===== src/rtl/mem_wb_stage_pkg.sv =====
`default_nettype none
// +--------------------------------------------------------------------------+
// | mips_memwb_pkg : size / writeback-select codes for the MEM/WB stage.     |
// | Revision: 1.0                                                            |
// +--------------------------------------------------------------------------+
package mips_memwb_pkg;

  localparam logic [1:0] SIZE_BYTE = 2'b00;
  localparam logic [1:0] SIZE_HALF = 2'b01;
  localparam logic [1:0] SIZE_WORD = 2'b10;

  localparam logic [1:0] WB_ALU  = 2'b00;
  localparam logic [1:0] WB_MEM  = 2'b01;
  localparam logic [1:0] WB_LINK = 2'b10;

  // Size code 2'b11 behaves as a word access everywhere.
  function automatic logic is_misaligned(input logic [1:0] size, input logic [1:0] addr);
    case (size)
      SIZE_BYTE: is_misaligned = 1'b0;
      SIZE_HALF: is_misaligned = addr[0];
      default:   is_misaligned = (addr != 2'b00);
    endcase
  endfunction

endpackage
`default_nettype wire


===== src/rtl/mem_wb_stage_if.sv =====
`default_nettype none
// +--------------------------------------------------------------------------+
// | mem_wb_stage_if : EX/MEM inputs and MEM/WB outputs of mem_wb_stage.      |
// | Optional macro: MEMWB_MISALIGN_TRAP_EN.   Revision: 1.0                  |
// +--------------------------------------------------------------------------+
interface mem_wb_stage_if #(
  parameter int BITS_SIZE  = 32,
  parameter int BITS_REGS  = 5,
  parameter int BITS_COUNT = 32
);
  logic                  i_step;
  logic                  i_exmem_valid;
  logic                  i_exmem_halt;
  logic [BITS_SIZE-1:0]  i_mem_dato;
  logic [BITS_SIZE-1:0]  i_exmem_alu;
  logic [BITS_SIZE-1:0]  i_exmem_pc8;
  logic [BITS_REGS-1:0]  i_exmem_rd;
  logic                  i_exmem_reg_write;
  logic [1:0]            i_exmem_mem_to_reg;
  logic [1:0]            i_ctl_datomem_size;
  logic                  i_ctl_load_unsigned;
  logic                  o_memwb_valid;
  logic                  o_memwb_reg_write;
  logic [BITS_REGS-1:0]  o_memwb_rd;
  logic [BITS_SIZE-1:0]  o_memwb_wdata;
  logic                  o_halted;
  logic [BITS_COUNT-1:0] o_retired_count;
`ifdef MEMWB_MISALIGN_TRAP_EN
  logic                  o_misaligned;
`endif

  modport master (
    output i_step, i_exmem_valid, i_exmem_halt, i_mem_dato, i_exmem_alu, i_exmem_pc8,
           i_exmem_rd, i_exmem_reg_write, i_exmem_mem_to_reg, i_ctl_datomem_size,
           i_ctl_load_unsigned,
`ifdef MEMWB_MISALIGN_TRAP_EN
    input  o_misaligned,
`endif
    input  o_memwb_valid, o_memwb_reg_write, o_memwb_rd, o_memwb_wdata, o_halted,
           o_retired_count
  );

  modport slave (
    input  i_step, i_exmem_valid, i_exmem_halt, i_mem_dato, i_exmem_alu, i_exmem_pc8,
           i_exmem_rd, i_exmem_reg_write, i_exmem_mem_to_reg, i_ctl_datomem_size,
           i_ctl_load_unsigned,
`ifdef MEMWB_MISALIGN_TRAP_EN
    output o_misaligned,
`endif
    output o_memwb_valid, o_memwb_reg_write, o_memwb_rd, o_memwb_wdata, o_halted,
           o_retired_count
  );
endinterface
`default_nettype wire


===== src/rtl/mem_wb_stage_load_align_ext.sv =====
`default_nettype none
// +--------------------------------------------------------------------------+
// | load_align_ext : little-endian sub-word extraction and extension.        |
// | Revision: 1.0                                                            |
// +--------------------------------------------------------------------------+
module load_align_ext
  import mips_memwb_pkg::*;
#(
  parameter int BITS_SIZE = 32
) (
  input  logic [BITS_SIZE-1:0] i_dato,
  input  logic [1:0]           i_addr,
  input  logic [1:0]           i_size,
  input  logic                 i_unsigned,
  output logic [BITS_SIZE-1:0] o_value
);

  logic [7:0]  byte_lane;
  logic [15:0] half_lane;

  always_comb begin
    byte_lane = i_dato[{i_addr, 3'b000} +: 8];
    half_lane = i_addr[1] ? i_dato[31:16] : i_dato[15:0];
    case (i_size)
      SIZE_BYTE: o_value = {{(BITS_SIZE-8){~i_unsigned & byte_lane[7]}}, byte_lane};
      SIZE_HALF: o_value = {{(BITS_SIZE-16){~i_unsigned & half_lane[15]}}, half_lane};
      default:   o_value = i_dato;
    endcase
  end

endmodule
`default_nettype wire


===== src/rtl/mem_wb_stage.sv =====
`default_nettype none
// +--------------------------------------------------------------------------+
// | mem_wb_stage : MEM/WB register with load alignment, halt and retire cnt. |
// | Optional macro: MEMWB_MISALIGN_TRAP_EN.   Revision: 1.0                  |
// +--------------------------------------------------------------------------+
module mem_wb_stage
  import mips_memwb_pkg::*;
#(
  parameter int BITS_SIZE  = 32,
  parameter int BITS_REGS  = 5,
  parameter int BITS_COUNT = 32
) (
  input  logic         i_clk,
  input  logic         i_reset,
  mem_wb_stage_if.slave bus
);

  localparam logic [BITS_COUNT-1:0] CNT_ONE = {{(BITS_COUNT-1){1'b0}}, 1'b1};

  logic [BITS_SIZE-1:0]  load_value;
  logic [BITS_SIZE-1:0]  wb_value;
  logic                  trap;
  logic                  retire;

  logic                  valid_q, valid_d;
  logic                  reg_write_q, reg_write_d;
  logic [BITS_REGS-1:0]  rd_q, rd_d;
  logic [BITS_SIZE-1:0]  wdata_q, wdata_d;
  logic                  halted_q, halted_d;
  logic [BITS_COUNT-1:0] count_q, count_d;
  logic                  misaligned_q, misaligned_d;

  load_align_ext #(.BITS_SIZE(BITS_SIZE)) u_align (
    .i_dato     (bus.i_mem_dato),
    .i_addr     (bus.i_exmem_alu[1:0]),
    .i_size     (bus.i_ctl_datomem_size),
    .i_unsigned (bus.i_ctl_load_unsigned),
    .o_value    (load_value)
  );

  always_comb begin
    case (bus.i_exmem_mem_to_reg)
      WB_MEM:  wb_value = load_value;
      WB_LINK: wb_value = bus.i_exmem_pc8;
      default: wb_value = bus.i_exmem_alu;
    endcase

`ifdef MEMWB_MISALIGN_TRAP_EN
    trap = bus.i_exmem_valid & (bus.i_exmem_mem_to_reg == WB_MEM) &
           is_misaligned(bus.i_ctl_datomem_size, bus.i_exmem_alu[1:0]);
`else
    trap = 1'b0;
`endif

    retire = bus.i_exmem_valid & ~bus.i_exmem_halt & ~halted_q & ~trap;

    // Once halted, every further slot is squashed to an all-zero bubble.
    if (halted_q) begin
      valid_d     = 1'b0;
      reg_write_d = 1'b0;
      rd_d        = '0;
      wdata_d     = '0;
    end else begin
      valid_d     = bus.i_exmem_valid;
      reg_write_d = bus.i_exmem_valid & bus.i_exmem_reg_write & (bus.i_exmem_rd != '0) &
                    ~bus.i_exmem_halt & ~trap;
      rd_d        = bus.i_exmem_rd;
      wdata_d     = wb_value;
    end

    halted_d     = halted_q | (bus.i_exmem_valid & bus.i_exmem_halt);
    count_d      = (retire && (count_q != '1)) ? count_q + CNT_ONE : count_q;
    misaligned_d = misaligned_q | (trap & ~halted_q);
  end

  always_ff @(posedge i_clk or negedge i_reset) begin
    if (!i_reset) begin
      valid_q      <= 1'b0;
      reg_write_q  <= 1'b0;
      rd_q         <= '0;
      wdata_q      <= '0;
      halted_q     <= 1'b0;
      count_q      <= '0;
      misaligned_q <= 1'b0;
    end else if (bus.i_step) begin
      valid_q      <= valid_d;
      reg_write_q  <= reg_write_d;
      rd_q         <= rd_d;
      wdata_q      <= wdata_d;
      halted_q     <= halted_d;
      count_q      <= count_d;
      misaligned_q <= misaligned_d;
    end
  end

  assign bus.o_memwb_valid     = valid_q;
  assign bus.o_memwb_reg_write = reg_write_q;
  assign bus.o_memwb_rd        = rd_q;
  assign bus.o_memwb_wdata     = wdata_q;
  assign bus.o_halted          = halted_q;
  assign bus.o_retired_count   = count_q;
`ifdef MEMWB_MISALIGN_TRAP_EN
  assign bus.o_misaligned      = misaligned_q;
`endif

endmodule
`default_nettype wire

===== src/flat_wrapper.sv =====
// flat-port wrapper written by rule: the top's interface ports become plain ports
module mem_wb_stage_flat import mips_memwb_pkg::*;
#(
  parameter int BITS_SIZE  = 32,
  parameter int BITS_REGS  = 5,
  parameter int BITS_COUNT = 32
)
  (i_clk, i_reset, bus_i_step, bus_i_exmem_valid, bus_i_exmem_halt, bus_i_mem_dato, bus_i_exmem_alu, bus_i_exmem_pc8, bus_i_exmem_rd, bus_i_exmem_reg_write, bus_i_exmem_mem_to_reg, bus_i_ctl_datomem_size, bus_i_ctl_load_unsigned, bus_o_memwb_valid, bus_o_memwb_reg_write, bus_o_memwb_rd, bus_o_memwb_wdata, bus_o_halted, bus_o_retired_count);
  mem_wb_stage_if #(.BITS_SIZE(BITS_SIZE), .BITS_REGS(BITS_REGS), .BITS_COUNT(BITS_COUNT)) bus_i ();
  input  logic i_clk;
  input  logic i_reset;
  input wire logic [$bits(bus_i.i_step)-1:0] bus_i_step;
  input wire logic [$bits(bus_i.i_exmem_valid)-1:0] bus_i_exmem_valid;
  input wire logic [$bits(bus_i.i_exmem_halt)-1:0] bus_i_exmem_halt;
  input wire logic [$bits(bus_i.i_mem_dato)-1:0] bus_i_mem_dato;
  input wire logic [$bits(bus_i.i_exmem_alu)-1:0] bus_i_exmem_alu;
  input wire logic [$bits(bus_i.i_exmem_pc8)-1:0] bus_i_exmem_pc8;
  input wire logic [$bits(bus_i.i_exmem_rd)-1:0] bus_i_exmem_rd;
  input wire logic [$bits(bus_i.i_exmem_reg_write)-1:0] bus_i_exmem_reg_write;
  input wire logic [$bits(bus_i.i_exmem_mem_to_reg)-1:0] bus_i_exmem_mem_to_reg;
  input wire logic [$bits(bus_i.i_ctl_datomem_size)-1:0] bus_i_ctl_datomem_size;
  input wire logic [$bits(bus_i.i_ctl_load_unsigned)-1:0] bus_i_ctl_load_unsigned;
  output wire logic [$bits(bus_i.o_memwb_valid)-1:0] bus_o_memwb_valid;
  output wire logic [$bits(bus_i.o_memwb_reg_write)-1:0] bus_o_memwb_reg_write;
  output wire logic [$bits(bus_i.o_memwb_rd)-1:0] bus_o_memwb_rd;
  output wire logic [$bits(bus_i.o_memwb_wdata)-1:0] bus_o_memwb_wdata;
  output wire logic [$bits(bus_i.o_halted)-1:0] bus_o_halted;
  output wire logic [$bits(bus_i.o_retired_count)-1:0] bus_o_retired_count;
  assign bus_i.i_step = bus_i_step;
  assign bus_i.i_exmem_valid = bus_i_exmem_valid;
  assign bus_i.i_exmem_halt = bus_i_exmem_halt;
  assign bus_i.i_mem_dato = bus_i_mem_dato;
  assign bus_i.i_exmem_alu = bus_i_exmem_alu;
  assign bus_i.i_exmem_pc8 = bus_i_exmem_pc8;
  assign bus_i.i_exmem_rd = bus_i_exmem_rd;
  assign bus_i.i_exmem_reg_write = bus_i_exmem_reg_write;
  assign bus_i.i_exmem_mem_to_reg = bus_i_exmem_mem_to_reg;
  assign bus_i.i_ctl_datomem_size = bus_i_ctl_datomem_size;
  assign bus_i.i_ctl_load_unsigned = bus_i_ctl_load_unsigned;
  assign bus_o_memwb_valid = bus_i.o_memwb_valid;
  assign bus_o_memwb_reg_write = bus_i.o_memwb_reg_write;
  assign bus_o_memwb_rd = bus_i.o_memwb_rd;
  assign bus_o_memwb_wdata = bus_i.o_memwb_wdata;
  assign bus_o_halted = bus_i.o_halted;
  assign bus_o_retired_count = bus_i.o_retired_count;
  mem_wb_stage #(.BITS_SIZE(BITS_SIZE), .BITS_REGS(BITS_REGS), .BITS_COUNT(BITS_COUNT)) u_core (.i_clk(i_clk), .i_reset(i_reset), .bus(bus_i));
endmodule

===== config.mk =====
export PLATFORM = sky130hd
export DESIGN_NAME = mem_wb_stage_flat
export DESIGN_NICKNAME = d
export VERILOG_FILES = /design/src/rtl/mem_wb_stage_pkg.sv /design/src/rtl/mem_wb_stage_if.sv /design/src/rtl/mem_wb_stage_load_align_ext.sv /design/src/rtl/mem_wb_stage.sv /design/src/flat_wrapper.sv
export SDC_FILE = /design/constraint.sdc
export NUM_CORES = 1
export LEC_CHECK = 0
export ABC_AREA = 1
export CELL_PAD_IN_SITES_DETAIL_PLACEMENT = 1
export CELL_PAD_IN_SITES_GLOBAL_PLACEMENT = 1
export CORE_AREA = 5 5 98 146
export CTS_CLUSTER_SIZE = 10
export DETAILED_ROUTE_END_ITERATION = 8
export DIE_AREA = 0 0 103 151
export DONT_BUFFER_PORTS = 1
export HOLD_SLACK_MARGIN = 0.1
export PLACE_DENSITY_LB_ADDON = 0.05
export RECOVER_POWER = 50
export SKIP_CTS_REPAIR_TIMING = 1
export SLEW_MARGIN = 25
export SYNTH_ARGS = -nofsm -noshare
export SYNTH_HDL_FRONTEND = slang
export SYNTH_SLANG_ARGS = --single-unit

===== constraint.sdc =====
create_clock -name i_clk -period 1.45 [get_ports i_clk]
set_input_delay 0.29 -clock i_clk [delete_from_list [all_inputs] [get_ports i_clk]]
set_output_delay 0.29 -clock i_clk [all_outputs]
set_load 0.01 [all_outputs]

Word level (Yosys, flattened, before mapping)
Index checks and enable logic that the tools add are counted.
- mux-type cells: 7
- bitwise operators: 12
- reduce and logical (&&, ||, !) cells: 4
- equal/unequal tests: 4
- add/subtract/negate cells: 1
- shift-type cells: 1
- operators by type and width (cell ; count):
    $pmux 32 s2 ; 2
    $add 32x1->32 const B ; 1
    $mux 32 ; 1
    $ne 32x32->1 const B ; 1
    $shiftx 32x6->8 ; 1
    $mux 16 ; 1
    $and 1x1->1 ; 8
    $mux 5 ; 1
    $reduce_bool 5->1 ; 1
    $eq 2x1->1 const B ; 2
    $not 1->1 ; 3
    $eq 2x2->1 const B ; 1
    $logic_not 2->1 ; 1
    $mux 1 ; 2
    $reduce_and 2->1 ; 1
    $logic_and 1x1->1 ; 1
    $or 1x1->1 ; 1
- input bits: 112
- bits in registers: 72

Longest topological paths before layout
- word-level depth: 5
- gate-level depth with buffers: 10
- gate-level depth less buffers: 10

Cells and area by module
From an unflattened synthesis, not the netlist that was laid out.
- cell total of the unflattened synthesis: 776
- area total of the unflattened synthesis: 5243.8 sq um
- by module, submodules not included (module ; cells an instance ; area each (sq um) ; seq. area each (sq um) ; instances):
    mem_wb_stage ; 622 ; 4322.9 ; 1801.7 ; 1
    load_align_ext ; 154 ; 920.9 ; 0.0 ; 1

Worst setup path after synthesis
Ideal clock, no wire load.
- path kind: reg-to-reg
- start: register u_core.count_q[0], in the netlist u_core.bus.o_retired_count[0]
- end: register u_core.count_q[23], in the netlist u_core.bus.o_retired_count[23]
- cell stages (with the launch flop): 10
- arrival time: 1566 ps
- clock period less this slack: 1640 ps
- slack: -190 ps
- path through: dfrtp_1 > ha_1 > nand3_2 > inv_1 > nand3_2 > nor2_4 > a21oi_2 > buf_6 > nand2_1 > o21ai_2
- longest elaborated chain between the ends: 3
- elaborated cells between the ends (all ways): 4
- classes of those cells: add/sub (1); eq/ne (1); reduce/logical (2)
- RTL lines (what ; RTL line ; source):
    from (decl) ; mem_wb_stage.sv:30 ; logic [BITS_COUNT-1:0] count_q, count_d;
    from (signal assigned) ; mem_wb_stage.sv:91 ; count_q <= count_d;
    branches (longest 3 deep; another with $add 32x1->32) ; -- ;
Several ways; the timed one is not identified.
A chain may end at the register's enable or synchronous reset.

Final worst setup path
- start: register u_core.count_q[4], in the netlist u_core.bus.o_retired_count[4]
- end: register u_core.count_q[15], in the netlist u_core.bus.o_retired_count[15]
The elaborated chain is that of the path after synthesis.

==> results.json <==
{
  "portBuffers": 0,
  "setup_ws_ns": -0.162,
  "clkTransAtPathRegs_ns": 0.06,
  "drt_iter0_drc": 158,
  "grt_max_degree": 73,
  "use_met1_pct": 25.9,
  "use_met3_pct": 7.14,
  "slew_headroom_pct": 68.1,
  "drive_above_1_share_pct": 27.0,
  "die_y_um": 151,
  "synth_nets": 869,
  "drtPass1Iterations": 6,
  "crit-reg2reg-launch": "u_core.bus.o_retired_count[4]",
  "cts_sinks": 72,
  "fillerInstances": 1691,
  "min_period_ns": 1.61,
  "final-hold-violation-count": 72,
  "busiest_layer": "met2",
  "syn-instance-count": 754,
  "finalPower_uw": 6050,
  "hp-class": "in -> async",
  "wire_per_inst_um": 20.1,
  "synth_edf_count": 0,
  "vias": 5455,
  "clock.fmax_mhz": 621,
  "worst-path-buf-inv": 1,
  "final_util_pct": 51.3,
  "yosys.area.top_type": "dfrtp_1",
  "post_dp_cell_area_um2": 5990,
  "avgSynthCellArea_um2": 6.68,
  "ant_nets": 0,
  "groute.usage.overall_pct": 26.2,
  "hold-worst-slack_ns": -0.358,
  "synth-seq-cells": 72,
  "cts-root-buf": "clkbuf_16",
  "grt_pass1_wl_um": 31200,
  "powerDensity_nw_per_um2": 914,
  "ys_warn_count": 0,
  "critPathMostFrequentCell": "nand2_1",
  "setup_viol": 32,
  "vias_per_cell": 5.33,
  "layout.nets": 974,
  "antenna_found_initial": 0,
  "areaGrowthSynthToFinish_pct": 31.3,
  "netlist_top_cells_count": "nand2_1 (305), nor2_1 (98), dfrtp_1 (72)",
  "synth_cell_type_count": 37,
  "status": "complete, but fails checks",
  "cts_max_level": 3,
  "violations": "hold timing, setup timing",
  "grt_pass1_vias": 6001,
  "synth_area_leaders": "dfrtp_1 (36%), nand2_1 (23%), nor2_1 (7.3%)",
  "rsz0062_at_grt": "true",
  "coreArea_um2": 12900,
  "die_w_um": 103,
  "critPathRequiredTime_ns": 1.67,
  "yosysSeqAreaShare_pct": 35.7,
  "cap_violations": 0,
  "critical_path.max_stage_delay_ns": 0.40,
  "antennaDiodeCount": 0,
  "cp.arrival_ns": 1.84,
  "clk_latency_ns": 0.34,
  "dieArea_um2": 15600,
  "cts_tree": "done",
  "async_flop_share_pct": 100,
  "start_util_pct": 39.1,
  "design_area_um2": 6620,
  "cts_buffers": 9,
  "clock_path_buffers": 2,
  "finalWeightedCongestion": 0.890,
  "drc": 0,
  "ys.flop_type": "dfrtp_1",
  "slew_viol_final": 0,
  "wl_um": 20600,
  "io_pins": 184,
  "worst_setup_path_start_kind": "register",
  "synth_area_um2": 5040,
  "synth_most_common_cell": "nand2_1",
  "path_cells": "nand2_1 -> nor2_1 -> nand2_1 -> nor2_2 -> buf_4 -> xor2_1 -> o21ai_1",
  "period_share_pct": 111,
  "worstMarginPinSlew_ns": 0.478,
  "dp_hpwl_um": 15500,
  "critPathMaxFanout": 4,
  "worst_setup_path_end_kind": "register",
  "ir_drop_mv": 0.458,
  "grt_use_met2_pct": 48.9,
  "leakage_uw": 0.00328,
  "cpMaxStageDelayCell": "dfrtp_2",
  "synth_top_area_share_pct": 35.7,
  "critPathKind": "reg -> reg",
  "rows": 51,
  "cpLargestDelayFamily": "simple AND/OR/NAND/NOR gates",
  "fin_tns_setup_ns": -3.37,
  "crit_path_start": "u_core.bus.o_retired_count[4]",
  "grt.overflow.total": 0,
  "skew_ns": 0.00822
}
state kept, by name, indices dropped and copies added (netlist names):
register / cells
u_core.bus.o_retired_count: 32
u_core.bus.o_memwb_valid: 1
u_core.bus.o_halted: 1
u_core.bus.o_memwb_wdata: 32
u_core.bus.o_memwb_rd: 5
u_core.bus.o_memwb_reg_write: 1
stage by stage:
step           std cells  setup slack [ns]
2_1_floorplan        754          -0.00629
3_3_place_gp         992            -0.135
3_5_place_dp         992            -0.164
4_1_cts             1008            -0.189
5_1_grt             1023            -0.256
6_report            1023            -0.162
routing by layer:
metal,routed length (um),up-vias
li1,-,2600
met1,7080,2630
met2,11300,173
met3,1200,52
met4,993,0
met5,0,-
final timing paths:
kind                                                  end  slack (ns)  cells past startpoint
setup / recovery           u_core.bus.o_retired_count[15]       -0.16                      7
hold / removal             u_core.bus.o_retired_count[31]       -0.36                      0
min in group i_clk                    u_core.bus.o_halted        0.11                      1
hold reg to reg               u_core.bus.o_memwb_wdata[5]        0.56                      2
setup reg to reg           u_core.bus.o_retired_count[15]       -0.16                      7
max in group asynchronous  u_core.bus.o_retired_count[20]        1.63                      0
logic make-up after synthesis:
kind of cell / after synthesis / synth area share (%)
AND/OR/NAND/NOR: 489 / 41.7
buffers and inverters: 78 / 7.00
flip-flops: 72 / 35.7
AO/OA/AOI/OAI: 87 / 10.5
XOR/XNOR: 25 / 4.34
adder cells (fa/ha/maj): 3 / 0.745
where the power goes:
part,internal (uW),leakage [uW],total (uW),switching (uW)
Clock,1650,0.000161,2600,947
Combinational,568,0.00215,1250,678
Sequential,2100,0.000962,2200,104
cell type report:
cell class / instances / area (um2) / share of cell area (%)
Multi-Input combinational cell: 606 / 3100 / 46.9
Timing Repair Buffer: 123 / 982 / 14.8
Tap cell: 159 / 199 / 3.01
Sequential cell: 72 / 1820 / 27.4
Clock buffer: 12 / 267 / 4.03
Inverter: 47 / 179 / 2.70
Clock inverter: 4 / 75.1 / 1.13
worst register-to-register path, stage by stage, from the launching register on:
cell and delay, ns:
dfrtp_2 0.40, nand2_1 0.13, nor2_1 0.22, nand2_1 0.22, nor2_2 0.19, buf_4 0.13
xor2_1 0.13, o21ai_1 0.09
placed cells by master (no fill, tap or decap), drive strengths merged:
cell         Yosys  final
o22ai            5      5
nand3           44     44
a31o             1      1
nor2           103    103
xor2            16     16
xnor2            9      9
nand2          308    310
a22o             2      2
a22oi            1      1
nand4            7      7
dfrtp           72     72
clkinvlp         0      2
o21ai           31     31
a21oi           33     33
or2             14     14
bufinv           0      2
clkbuf          17     14
nor3            13     13
a32o             1      1
dlygate4sd3      0      2
ha               3      3
o2111ai          5      5
o21a             5      5
buf             14    119
inv             47     47
a21boi           3      3
Power figures use the tool's default switching activity.
